===== src/rtl/alu_status_monitor.sv =====
// ALU status consumer: registered flags, sticky flag history and an exception
// request/ack handshake with stall. Define ALU_STATUS_OVF_TRAP_EN to trap on add/sub overflow.
module alu_status_monitor #(
  parameter int PC_WIDTH  = 32,
  parameter int CNT_WIDTH = 8
) (
  input  logic                 clk,
  input  logic                 reset,
  input  logic                 status_valid,
  input  logic [7:0]           ALU_status,
  input  logic [3:0]           ALU_control,
  input  logic [PC_WIDTH-1:0]  pc_in,
  input  logic                 sticky_clear,
  input  logic                 exc_ack,
  output logic [3:0]           flags,
  output logic [7:0]           sticky,
  output logic                 exc_req,
  output logic [2:0]           exc_cause,
  output logic [PC_WIDTH-1:0]  epc,
  output logic [CNT_WIDTH-1:0] exc_count,
  output logic                 stall
);

  typedef enum logic [1:0] {IDLE, PENDING, HOLDOFF} state_t;

  localparam logic [3:0] OP_ADD = 4'b0010;
  localparam logic [3:0] OP_SUB = 4'b0110;

`ifdef ALU_STATUS_OVF_TRAP_EN
  localparam logic OVF_EN = 1'b1;
`else
  localparam logic OVF_EN = 1'b0;
`endif

  state_t     state;
  logic       accept;
  logic       ovf_trap;
  logic [2:0] trap_cause;
  logic [7:0] sticky_base;

  always_comb begin
    accept      = (state == IDLE) && status_valid;
    ovf_trap    = OVF_EN && ALU_status[6] &&
                  ((ALU_control == OP_ADD) || (ALU_control == OP_SUB));
    trap_cause  = 3'd0;
    if (ALU_status[3])
      trap_cause = 3'd3;
    else if (ALU_status[2])
      trap_cause = 3'd2;
    else if (ovf_trap)
      trap_cause = 3'd1;
    // A clear coinciding with an accepted status clears first, then ORs.
    sticky_base = sticky_clear ? 8'h00 : sticky;
  end

  always_ff @(posedge clk) begin
    if (reset) begin
      state     <= IDLE;
      flags     <= '0;
      sticky    <= '0;
      exc_cause <= '0;
      epc       <= '0;
      exc_count <= '0;
    end else begin
      if (accept) begin
        flags  <= ALU_status[7:4];
        sticky <= sticky_base | (ALU_status & 8'hFC);
      end else begin
        sticky <= sticky_base;
      end

      case (state)
        IDLE: begin
          if (accept && (trap_cause != 3'd0)) begin
            state     <= PENDING;
            exc_cause <= trap_cause;
            epc       <= pc_in;
          end
        end
        PENDING: begin
          if (exc_ack) begin
            state     <= HOLDOFF;
            exc_cause <= 3'd0;
            if (exc_count != {CNT_WIDTH{1'b1}})
              exc_count <= exc_count + {{(CNT_WIDTH-1){1'b0}}, 1'b1};
          end
        end
        HOLDOFF: state <= IDLE;
        default: state <= IDLE;
      endcase
    end
  end

  assign exc_req = (state == PENDING);
  assign stall   = (state != IDLE);

endmodule


===== config.mk =====
export PLATFORM = sky130hd
export DESIGN_NAME = alu_status_monitor
export DESIGN_NICKNAME = d
export VERILOG_FILES = /design/src/rtl/alu_status_monitor.sv
export SDC_FILE = /design/constraint.sdc
export NUM_CORES = 1
export LEC_CHECK = 0
export ABC_AREA = 0
export BUFFER_PORTS_ARGS = -buffer_cell sky130_fd_sc_hd__buf_2
export CORE_ASPECT_RATIO = 0.75
export CORE_MARGIN = 1
export CORE_UTILIZATION = 48
export CTS_CLUSTER_SIZE = 40
export DETAILED_ROUTE_END_ITERATION = 8
export PLACE_DENSITY = 0.83
export SYNTH_ARGS = -nofsm -noshare
export SYNTH_HDL_FRONTEND = slang
export SYNTH_SLANG_ARGS = --single-unit
export TNS_END_PERCENT = 5

===== constraint.sdc =====
create_clock -name clk -period 3.5 [get_ports clk]
set_input_delay 0.7 -clock clk [delete_from_list [all_inputs] [get_ports clk]]
set_output_delay 0.7 -clock clk [all_outputs]
set_load 0.02 [all_outputs]

# Word level (Yosys, flattened, before mapping)
# Cells that the tools add are included.
totals:
  out_inout_bits: 57
  input_bits: 49
  ff_bits: 57
  word_cells: 32
op_classes:
  n_addsub: 1
  n_reduce_logical: 10
  n_eq_ne: 4
  bitwise: 1
  mux: 10
ops:
  columns: ["cell", "count"]
  rows:
  - ["$mux W8", 2]
  - ["$mux W3", 3]
  - ["$add A8 B1 Y8 const B", 1]
  - ["$ne A8 B8 Y1 const B", 1]
  - ["$or A8 B8 Y8", 1]
  - ["$mux W2", 3]
  - ["$pmux W3 S2", 1]
  - ["$reduce_and A3 Y1", 2]
  - ["$pmux W2 S2", 1]
  - ["$reduce_and A2 Y1", 2]
  - ["$reduce_bool A2 Y1", 2]
  - ["$reduce_bool A3 Y1", 1]
  - ["$eq A2 B1 Y1 const B", 1]
  - ["$logic_and A1 B1 Y1", 2]
  - ["$logic_not A2 Y1", 1]
  - ["$ne A2 B1 Y1 const B", 1]
  - ["$ne A2 B2 Y1 const B", 1]

# Logic depth before layout (Yosys ltp)
logic_depth:
  depth_word: 6
  depth_mapped: 5
  depth_no_buf: 5

# Least setup slack after synthesis
# No wires, ideal clock.
synth_timing:
  kind: "in2reg"
  startpoint: "input port status_valid"
  endpoint: "register epc[23]"
  required_time_ns: 3.368
  setup_time_ns: 0.132
  arrival_time_ns: 1.534
  setup_slack_ns: 1.834
  n_path_buf: 1
  path_stages: 5
  cell_sequence: "nor3b_2 -> o21ai_2 -> buf_2 -> nand2_1 -> a21oi_1"
synth_via:
  elab_chain_cells: 3
synth_rtl:
  columns: ["item", "line_no", "text"]
  rows:
  - ["from (decl)", "9", "input logic status_valid,"]
  - ["$logic_and A1 B1 Y1", "42", "accept = (state == IDLE) && status_valid;"]
  - ["$logic_and A1 B1 Y1", "74", "if (accept && (trap_cause != 3'd0)) begin"]
  - ["$reduce_and A2 Y1 (no line)", null, null]
  - ["to (signal assigned)", "77", "epc <= pc_in;"]
  - ["to (decl)", "19", "output logic [PC_WIDTH-1:0] epc,"]
# Every way passes these cells.
# A chain may end at the register's enable or synchronous reset.

# Worst setup path in the final report
layout_timing:
  startpoint: "input port status_valid"
  endpoint: "register epc[21]"
# The elaborated chain is that of the path after synthesis.

==> results.md <==
* Status: complete, no violations
* Grt peak-use layer: met2
* Final setup viols at 0
* Average wire per standard cell at 11.4 um
* CTS tree: yes
* Clock sinks at 54
* Biggest cell delay along the critical path at 0.49 ns
* Worst Clk Skew at 0.00318 ns
* Pint at 0.929 mW
* Met3 Usage GRT at 4.72%
* Setup TNS at 0 ns
* First-pass GRT wire length at 7040 um
* Final #Nets at 383
* Diode count at 0
* Fill count at 393
* Hold buffer count at cts at 0
* Tcrit/Tclk final at between 50% and 60%
* Synth area leaders: dfxtp_1, nand2_1, a21oi_1
* Worst Setup SP: status_valid
* Vias in the first global route at 1649
* Crit path to: epc[21]
* Reg area at 0.00108 mm^2
* FF-to-FF path depth at 5
* Switching Fraction at 25.6%
* Worst r2r src: state[1]
* Crit Path Max Fanout at 31
* Clock latency on the worst-skew pair at 0.29 ns
* Buffers inserted by post-CTS timing repair at 0
* Final wirelength at 4450 um
* Area leader, netlist: dfxtp_1
* Mapped Cells at 241
* DIE AREA at 0.00449 mm^2
* Cell variety after synth at 34
* Initial antenna violation count at 0
* Worst Setup End Kind: flip-flop
* Die Ht at between 50 and 60 um
* Die span in x at 77.0 um
* Kind of critical path: input port to flip-flop
* Core area at around 0.0041 mm^2
* Sw Pwr at approximately 0.32 mW
* YS warnings at 0
* Root buf cell: clkbuf_8
* Drt pass-1 iters at 4
* Crit path DAT at 1.95 ns
* Gr ovfl total at 0
* Hold Path Class: flip-flop to flip-flop
* CTS max path bufs at 2
* CTS H-Tree Depth at 2
* Max_cap viols at 0
* DRT antenna net count at 0
* R2r endpoint: epc[21]
* Crit-path cells: buf_2 > nor3b_2 > o21ai_2 > buf_4 > nand2_1 > a21oi_1
* Min Tclk post-route at 1.79 ns
* Met2 Use GR at around a third
* CP max-delay cell: nor3b_2
* Yosys top cell area share at 53.3%
* Least-Margin Pin Slew at 0.594 ns
* GRT Total Usage at 19.8%
* # DRC at 0
* # rows at 20
* Vias after detailed routing at 1904
* CTS clk-pin slew, worst paths at 0.08 ns
* Share of cells above drive strength 1 at 33.2%
* RSZ-0062 raised after global routing: false
* Area of the multi-input gates at ~840 um^2
* CTS resizes at 0
* Largest net degree at the start of global routing at 34
* I/O Buffers at 96
* CP required at 3.66 ns
* Synthesis-stage register bit count at 54
* # IOs at 106
* Post-detail-place hpwl at 3220 um
* Leakage at 1.22 nW
* Fin. max-slew vios at 0
* Total CTS buffers at 5
* Clock share of power at between 30% and 40%
* VDD IR max at 0.305 mV
* Syn_area_per_cell at 8.41 um^2
* Relative slew slack at 60.4%
* DR vias/cell at 4.89
* Gate power share at 15.1%
* Initial Utilization at 50.0%
* DRT iter0 DRCs at 100
* Power Dens Cells at 479 mW/mm^2
* Final hold vios at 0
* FF-to-FF setup slack at between 1.5 and 2 ns
* Met1 Usage GRT at 23.9%
* Crit path launch type: input port
* Syn Std Cell Area at 0.00203 mm^2
* Seq pwr share at 53.2%
* Gp weighted congestion at slightly above 0.8
* Post-synthesis sequential area ratio at 53.3%
* Peak Freq at 558 MHz
* Power, Total at 1.25 mW
* P&R area growth vs syn at 28.5%
[area by class of cell]
| class | count | area share [%] |
|---|---|---|
| clock buffer | 7 | 2.93 |
| clock inverter | 1 | 1.15 |
| inverter | 2 | 0.288 |
| multi-input combinational | 172 | 32.4 |
| sequential | 54 | 41.5 |
| tap | 55 | 2.64 |
| timing repair buffer | 98 | 19.0 |
[synth_stat cells]
master and instances:
nand2_1 78, nor3b_2 1, nand2b_1 7, clkbuf_1 4, nand4_1 1, nand3b_1 1, mux2i_1 1, a21oi_1 47
inv_1 2, buf_1 2, o211ai_1 2, nor4_1 2, xor2_1 3, buf_4 3, mux2_2 1, dfxtp_1 54
nor2_1 8, nand3_1 3, or3_1 1, o21ai_2 2, conb_1 1, clkbuf_8 3, o21ai_0 1, and3b_2 1
buf_2 3, and3_1 1, or4_1 1, nor3_1 1, o21a_4 1, a211oi_1 1, ha_1 1, nor2b_1 1
o31ai_1 1, and2b_2 1
[state kept, by name, indices dropped and copies added (netlist names)]
register	cells
epc	32
exc_cause	2
exc_count	8
flags	4
state	2
sticky	6
[per-layer routing]
layer / part of all wire (%) / routed length, um
met5: 0 / 0
met4: 1.7 / 76
met3: 5.8 / 257
met2: 48 / 2140
met1: 44 / 1970
[power by group through the flow]
stage / clock [mW] / sequential (mW) / combinational, mW
final: 0.395 / 0.664 / 0.189
after detailed placement: 0 / 0.678 / 0.190
after CTS: 0.410 / 0.664 / 0.190
after global routing: 0.438 / 0.669 / 0.207
after global placement: 0 / 0.676 / 0.187
after floorplan: 0 / 0.718 / 0.0857
[worst max-delay path: cells and delay by family]
kind,cells,cell delay (ns)
and+or+nand+nor,2,0.60
buffers and inverters,2,0.38
AOI/OAI and AO/OA,2,0.27
[stage by stage]
step                      hold slack, ns  area [um^2]  utilization (%)  instances  worst slack (ns)
final                              0.453         2600             64.2        389              1.71
after global routing               0.471         2600             64.2        389              1.55
after CTS                          0.456         2600             64.2        389              1.70
after detailed placement           0.444         2500             61.6        381              1.39
after global placement             0.438         2500             61.6        381              1.45
after floorplan                    0.533         2030                -        243              1.83
[placed cells by master (no fill, tap or decap)]
cell / Yosys / final
xor2_1: 3 / 3
ha_1: 1 / 1
nand3b_1: 1 / 1
o31ai_1: 1 / 1
conb_1: 1 / 3
and2b_2: 1 / 1
o21a_4: 1 / 1
a21oi_1: 47 / 47
nand4_1: 1 / 1
inv_1: 2 / 2
o21ai_2: 2 / 2
dfxtp_1: 54 / 54
clkbuf_8: 3 / 5
or4_1: 1 / 1
buf_4: 3 / 2
nor4_1: 2 / 2
o21ai_0: 1 / 1
bufinv_16: 0 / 1
nand3_1: 3 / 3
nand2b_1: 7 / 7
and3_1: 1 / 1
a211oi_1: 1 / 1
buf_2: 3 / 96
or3_1: 1 / 1
nor2_1: 8 / 8
nor3_1: 1 / 1
o211ai_1: 2 / 2
clkbuf_1: 4 / 2
mux2_2: 1 / 1
nor3b_2: 1 / 1
and3b_2: 1 / 1
nand2_1: 78 / 78
mux2i_1: 1 / 1
nor2b_1: 1 / 1
[cell families after synthesis]
logic type | Yosys count | synth area share [%]
compound gates | 55 | 14.9
xor+xnor | 3 | 1.30
fa+ha+maj | 1 | 0.617
buf+inv | 17 | 5.37
flops | 54 | 53.3
mux | 2 | 1.05
other cells | 1 | 0.185
simple gates | 108 | 23.2
[worst min-delay path by stage]
stage | startpoint | endpoint | slack, ns | cells after the start
2_1_floorplan | epc[0] | epc[0] | 0.53 | 2
3_3_place_gp | epc[29] | epc[29] | 0.44 | 2
3_5_place_dp | epc[8] | epc[8] | 0.44 | 2
4_1_cts | epc[28] | epc[28] | 0.46 | 2
5_1_grt | epc[8] | epc[8] | 0.47 | 2
6_report | epc[8] | epc[8] | 0.45 | 2
Note: power is estimated with default switching activity, not from simulation.
